### src/rtl/clock_counter_multi.sv
// clock_counter_multi
// Multi-channel frequency meter. Each input is synchronised into i_clk, its
// rising edges are counted over a gate window of W i_clk cycles, and the
// per-channel counts are latched into o_counts when the window closes.
// Software derives frequency as f_clk * count / window.
//
// Handshake / control semantics (single-cycle level sampling, no ready path):
//   i_start is accepted only in IDLE and only when i_abort is low; the window
//   opens on the following cycle and o_busy is high for exactly W cycles
//   (W = i_window_cycles, with 0 treated as 1). On the last window cycle the
//   results load, o_done pulses for one cycle and o_valid rises. If
//   i_continuous is high on that last cycle a new window starts immediately
//   with a freshly sampled i_window_cycles. i_abort always wins: it closes the
//   window without loading results and without o_done.
//
// SYNC_STAGES must be at least 2.
module clock_counter_multi #(
  parameter int NUM_CHANNELS  = 4,
  parameter int COUNTER_WIDTH = 32,
  parameter int WINDOW_WIDTH  = 32,
  parameter int SYNC_STAGES   = 2
) (
  input  logic                                  i_clk,
  input  logic                                  i_rst_n,
  input  logic [NUM_CHANNELS-1:0]               i_signals,
  input  logic [WINDOW_WIDTH-1:0]               i_window_cycles,
  input  logic                                  i_start,
  input  logic                                  i_continuous,
  input  logic                                  i_abort,
  output logic                                  o_busy,
  output logic                                  o_valid,
  output logic                                  o_done,
  output logic [NUM_CHANNELS*COUNTER_WIDTH-1:0] o_counts,
  output logic [NUM_CHANNELS-1:0]               o_overflow
);

  typedef enum logic [0:0] {
    S_IDLE    = 1'b0,
    S_MEASURE = 1'b1
  } state_t;

  state_t state_q;
  state_t state_d;

  // Synchroniser chain; index SYNC_STAGES-1 is the settled value.
  logic [NUM_CHANNELS-1:0] sync_q [SYNC_STAGES];
  logic [NUM_CHANNELS-1:0] prev_q;
  logic [NUM_CHANNELS-1:0] sig_edge;

  // Window bookkeeping: cycles left after the current one.
  logic [WINDOW_WIDTH-1:0] remaining_q;
  logic [WINDOW_WIDTH-1:0] window_reload;
  logic                    last_cycle;

  // Control strobes decoded from the FSM.
  logic start_ok;
  logic window_end;
  logic count_en;
  logic abort_meas;
  logic clear_cnt;

  logic valid_q;
  logic done_q;

  // Shift each input through the synchroniser and keep the previous settled value.
  always_ff @(posedge i_clk or negedge i_rst_n) begin
    if (!i_rst_n) begin
      for (int i = 0; i < SYNC_STAGES; i++) begin
        sync_q[i] <= '0;
      end
      prev_q <= '0;
    end else begin
      sync_q[0] <= i_signals;
      for (int i = 1; i < SYNC_STAGES; i++) begin
        sync_q[i] <= sync_q[i-1];
      end
      prev_q <= sync_q[SYNC_STAGES-1];
    end
  end

  assign sig_edge = sync_q[SYNC_STAGES-1] & ~prev_q;

  // A zero-length request still gives a one-cycle window.
  assign window_reload = (i_window_cycles == '0) ? '0
                                                 : i_window_cycles - WINDOW_WIDTH'(1);
  assign last_cycle    = (remaining_q == '0);

  // State register.
  always_ff @(posedge i_clk or negedge i_rst_n) begin
    if (!i_rst_n) begin
      state_q <= S_IDLE;
    end else begin
      state_q <= state_d;
    end
  end

  // Next-state and control strobes; abort takes priority over everything.
  always_comb begin
    state_d    = state_q;
    start_ok   = 1'b0;
    window_end = 1'b0;
    count_en   = 1'b0;
    abort_meas = 1'b0;
    case (state_q)
      S_IDLE: begin
        if (i_start && !i_abort) begin
          state_d  = S_MEASURE;
          start_ok = 1'b1;
        end
      end
      S_MEASURE: begin
        if (i_abort) begin
          state_d    = S_IDLE;
          abort_meas = 1'b1;
        end else if (last_cycle) begin
          window_end = 1'b1;
          if (!i_continuous) begin
            state_d = S_IDLE;
          end
        end else begin
          count_en = 1'b1;
        end
      end
      default: begin
        state_d = S_IDLE;
      end
    endcase
  end

  // Counters restart at every window boundary and whenever a window is cancelled.
  assign clear_cnt = start_ok | window_end | abort_meas;

  // Load the window length at each window start, count it down otherwise.
  always_ff @(posedge i_clk or negedge i_rst_n) begin
    if (!i_rst_n) begin
      remaining_q <= '0;
    end else if (start_ok || (window_end && i_continuous)) begin
      remaining_q <= window_reload;
    end else if (count_en) begin
      remaining_q <= remaining_q - WINDOW_WIDTH'(1);
    end
  end

  // o_valid drops on an accepted start and rises when results load; abort leaves it.
  always_ff @(posedge i_clk or negedge i_rst_n) begin
    if (!i_rst_n) begin
      valid_q <= 1'b0;
      done_q  <= 1'b0;
    end else begin
      done_q <= window_end;
      if (start_ok) begin
        valid_q <= 1'b0;
      end else if (window_end) begin
        valid_q <= 1'b1;
      end
    end
  end

  assign o_busy  = (state_q == S_MEASURE);
  assign o_valid = valid_q;
  assign o_done  = done_q;

  for (genvar g = 0; g < NUM_CHANNELS; g++) begin : g_chan
    logic [COUNTER_WIDTH-1:0] cnt_q;
    logic [COUNTER_WIDTH-1:0] cnt_next;
    logic [COUNTER_WIDTH-1:0] res_q;
    logic                     sticky_q;
    logic                     ovf_q;
    logic                     cnt_full;
    logic                     ovf_hit;

    // Saturating increment: an edge on a full counter raises the overflow flag instead.
    assign cnt_full = &cnt_q;
    assign ovf_hit  = sig_edge[g] & cnt_full;
    assign cnt_next = (sig_edge[g] && !cnt_full) ? cnt_q + COUNTER_WIDTH'(1) : cnt_q;

    // Running count and sticky overflow for the open window.
    always_ff @(posedge i_clk or negedge i_rst_n) begin
      if (!i_rst_n) begin
        cnt_q    <= '0;
        sticky_q <= 1'b0;
      end else if (clear_cnt) begin
        cnt_q    <= '0;
        sticky_q <= 1'b0;
      end else if (count_en) begin
        cnt_q    <= cnt_next;
        sticky_q <= sticky_q | ovf_hit;
      end
    end

    // Latch the result including the last cycle's edge so no edge is lost at a boundary.
    always_ff @(posedge i_clk or negedge i_rst_n) begin
      if (!i_rst_n) begin
        res_q <= '0;
        ovf_q <= 1'b0;
      end else if (window_end) begin
        res_q <= cnt_next;
        ovf_q <= sticky_q | ovf_hit;
      end
    end

    assign o_counts[g*COUNTER_WIDTH +: COUNTER_WIDTH] = res_q;
    assign o_overflow[g]                              = ovf_q;
  end

endmodule

### config.mk
export PLATFORM = sky130hd
export DESIGN_NAME = clock_counter_multi
export DESIGN_NICKNAME = d
export VERILOG_FILES = /design/src/rtl/clock_counter_multi.sv
export SDC_FILE = /design/constraint.sdc
export NUM_CORES = 1
export LEC_CHECK = 0
export CORE_MARGIN = 2
export CORE_UTILIZATION = 30
export DETAILED_ROUTE_END_ITERATION = 16
export GPL_TIMING_DRIVEN = 0
export SYNTH_ARGS = -nofsm -noshare
export SYNTH_HDL_FRONTEND = slang
export SYNTH_SLANG_ARGS = --single-unit
### constraint.sdc
create_clock -name i_clk -period 5.7 [get_ports i_clk]
set_clock_uncertainty 0.05 [all_clocks]
set_input_delay 1.71 -clock i_clk [delete_from_list [all_inputs] [get_ports i_clk]]
set_output_delay 1.71 -clock i_clk [all_outputs]
set_load 0.005 [all_outputs]
==> metrics.yaml <==
route:
  avgRoutedWirePerCell_um: 19.6
  remaining_drc_errors: 0
  vias: 15400
  vias_per_cell: 5.34
  drt-pass1-iter-count: 6
  totalWireLength_um: 56700
  drt-initial-drc-count: 1147
  ant_nets: 0
floorplan:
  die_area_um2: 58700
  start_util_pct: 30.3
  die_w_um: 242
  io_pins: 176
  die_h_um: 242
  rows: 87
  design.core.area_um2: 56300
critical_path:
  slowest_stage: "clkbuf_1"
  max_stage_delay_ps: 800
  r2r-start: "remaining_q[24]"
  cp-end-kind: "register"
  path_buf_inv: 4
  critPathKind: "input pin to register"
  cp-start-kind: "input pin"
  crit_path_start: "i_abort"
  arrival_ps: 5110
  crit_fanout: 10
  cp_common_cell: "clkbuf_1"
  cp.required_ps: 6120
  crit_chain: "clkdlybuf4s50_1 -> nand2b_1 -> clkbuf_1 -> nor2_2 -> clkbuf_1 -> clkbuf_1 -> nand2_1 -> a31oi_1"
  cpLargestDelayFamily: "buffers and inverters"
outcome:
  status: "completed"
hold_path:
  hp-class: "register to register"
  holdCritStartpoint: "sync_q[6]"
clocking:
  cts_inserted_buffers: 38
  cts_buffer_depth: 3
  clkTransAtPathRegs_ps: 60
  cts_tree: "yes"
  clkLatencyLatePin_ps: 560
  root_buffer: "clkbuf_16"
  cts_resized: 0
  clock-sinks: 311
  hold_buffers: 0
  cts-htree-levels: 2
  cts_setup_buffers: 0
finish:
  design_area_um2: 21100
  regArea_um2: 7780
  post-route-util_pct: 37.6
  fin_cells: 2889
  n_fill_cell: 5692
  multi_input_area_um2: 8410
  area_delta_synth_final_pct: 24.2
  drive_gt1_share_pct: 6.52
  num-nets-final: 2150
grt:
  grtUsageTotal_pct: 19.0
  grt_overflow: 0
  grt_pass1_vias: 15100
  antenna_found_initial: 0
  grt_max_degree: 114
  grt_first_pass_wirelength_um: 87900
synth:
  ys_seq_area_share_pct: 45.7
  synth-main-ff-cell: "dfrtp_1"
  synth_edf_count: 0
  syn_area_per_cell_um2: 9.04
  ys_seq_elements: 311
  synth_top_cell_area_share_pct: 45.7
  synth.distinct_cells: 81
  yosys.area.top_type: "dfrtp_1"
  synthCells: 1885
  postSynth.asyncResetShare_pct: 100
  synth_most_common_cell: "dfrtp_1"
  synthTopCellsByCount: "311 x dfrtp_1, 228 x nand2_1, 147 x o21ai_1"
  yosysWarnings: 0
  ys_top_cells_by_area: "dfrtp_1 46%, xnor2_1 6.1%, nand2_1 5.0%"
  synth_nets: 1933
  synth.cell_area_um2: 17000
timing:
  max_slew_margin_pct: 8.65
  setup_tns_ps: 0
  fin_crit_ps: 4690
  rsz0062_at_grt: "false"
  worstMarginPinSlew_ps: 1360
  hold_viol_final: 0
  fmax_mhz: 213
  finalCritPeriodShare_pct: 82.3
  setup_viol: 0
  drv_slew: 0
pwr:
  p_leak_uw: 0.00807
  power_density_nw_per_um2: 254
  peakVddDrop_uv: 153
placement:
  gp_congestion: 0.874
  dpl_cell_area_um2: 19800
  placedCellCount: 2818
  hpwl_um: 41000
  port_buffers: 175
flow_run:
  maxCapViolations: 0
==> routing by layer <==
metal	GRT usage (%)	vias up	routed length, µm
li1	-	7234	-
met1	25.3	7542	24900
met2	30.4	558	25900
met3	3.61	106	4030
met4	7.39	0	1910
met5	0	-	0
==> worst paths after layout <==
path,end,slack (ps),depth (start not counted)
worst max-delay path,g_chan[3].cnt_q[6],1010,8
worst min-delay path,sync_q[2],300,0
worst max register to register,g_chan[3].cnt_q[6],1980,10
worst min register to register,sync_q[2],300,0
max in group asynchronous,g_chan[3].res_q[11],3440,2
min in group asynchronous,o_done,1100,1
==> registers in the layout, indices dropped and copies added, names as in the netlist <==
signal           flops
o_valid              1
o_done               1
o_busy               1
g_chan.cnt_q       128
g_chan.sticky_q      4
sync_q               8
g_chan.ovf_q         4
g_chan.res_q       128
remaining_q         32
prev_q               4
==> stage by stage <==
step	power [µW]	hold slack [ps]	setup slack, ps
2_1_floorplan	2570	281	1800
3_3_place_gp	2760	291	-11190
3_5_place_dp	2780	295	469
4_1_cts	5420	304	1050
5_1_grt	5560	314	871
6_report	5370	302	1010
==> cell families after synthesis <==
family,share of synthesized area (%)
xor+xnor,7.66
fa+ha+maj,0.514
mux,1.10
flops,45.7
compound gates,17.1
simple gates,23.0
buf+inv,4.91
==> final cells by class <==
cell class                      instances  share of cell area, %
Antenna cell                            1                 0.0118
Inverter                               63                   1.12
Multi-Input combinational cell       1393                   39.8
Sequential cell                       311                   36.8
Tap cell                              756                   4.47
Clock buffer                           51                   5.11
Clock inverter                         19                   1.30
Timing Repair Buffer                  177                   8.57
Buffer                                118                   2.84
==> worst reg2reg max path: cells and delay by family (launching register included) <==
| family | cells | cell delay (ps) |
|---|---|---|
| AOI/OAI and AO/OA | 1 | 210 |
| buffers and inverters | 4 | 2000 |
| DFF | 1 | 430 |
| and+or+nand+nor | 5 | 950 |
==> power by group <==
part           leakage [µW]  internal (µW)  switching (µW)  total [µW]
clock              0.000666           1610            1020        2630
sequential          0.00424           2260            64.4        2330
combinational       0.00317            141             272         413
==> layout by cell type (no fill, tap or decap), types with 8 or more instances in the layout <==
master	count
nor3b_1	16
o21ai_0	106
nand2_1	228
o31ai_1	8
inv_1	62
and2_1	25
nor2b_1	11
a21oi_1	86
a21o_1	15
dfrtp_1	311
clkdlybuf4s50_1	174
and4_1	28
buf_6	15
nand2b_1	23
and3_1	43
or2_2	11
o211ai_1	8
nand4_1	53
nor2_1	55
xor2_1	31
buf_2	12
nand3_1	57
nor3_1	61
or3_1	56
o22ai_1	10
clkbuf_8	8
clkbuf_1	86
mux2i_1	12
nor4_1	32
a31oi_1	38
xnor2_1	118
o21ai_1	147
clkbuf_16	38
buf_4	8
(Power assumes the default switching activity.)
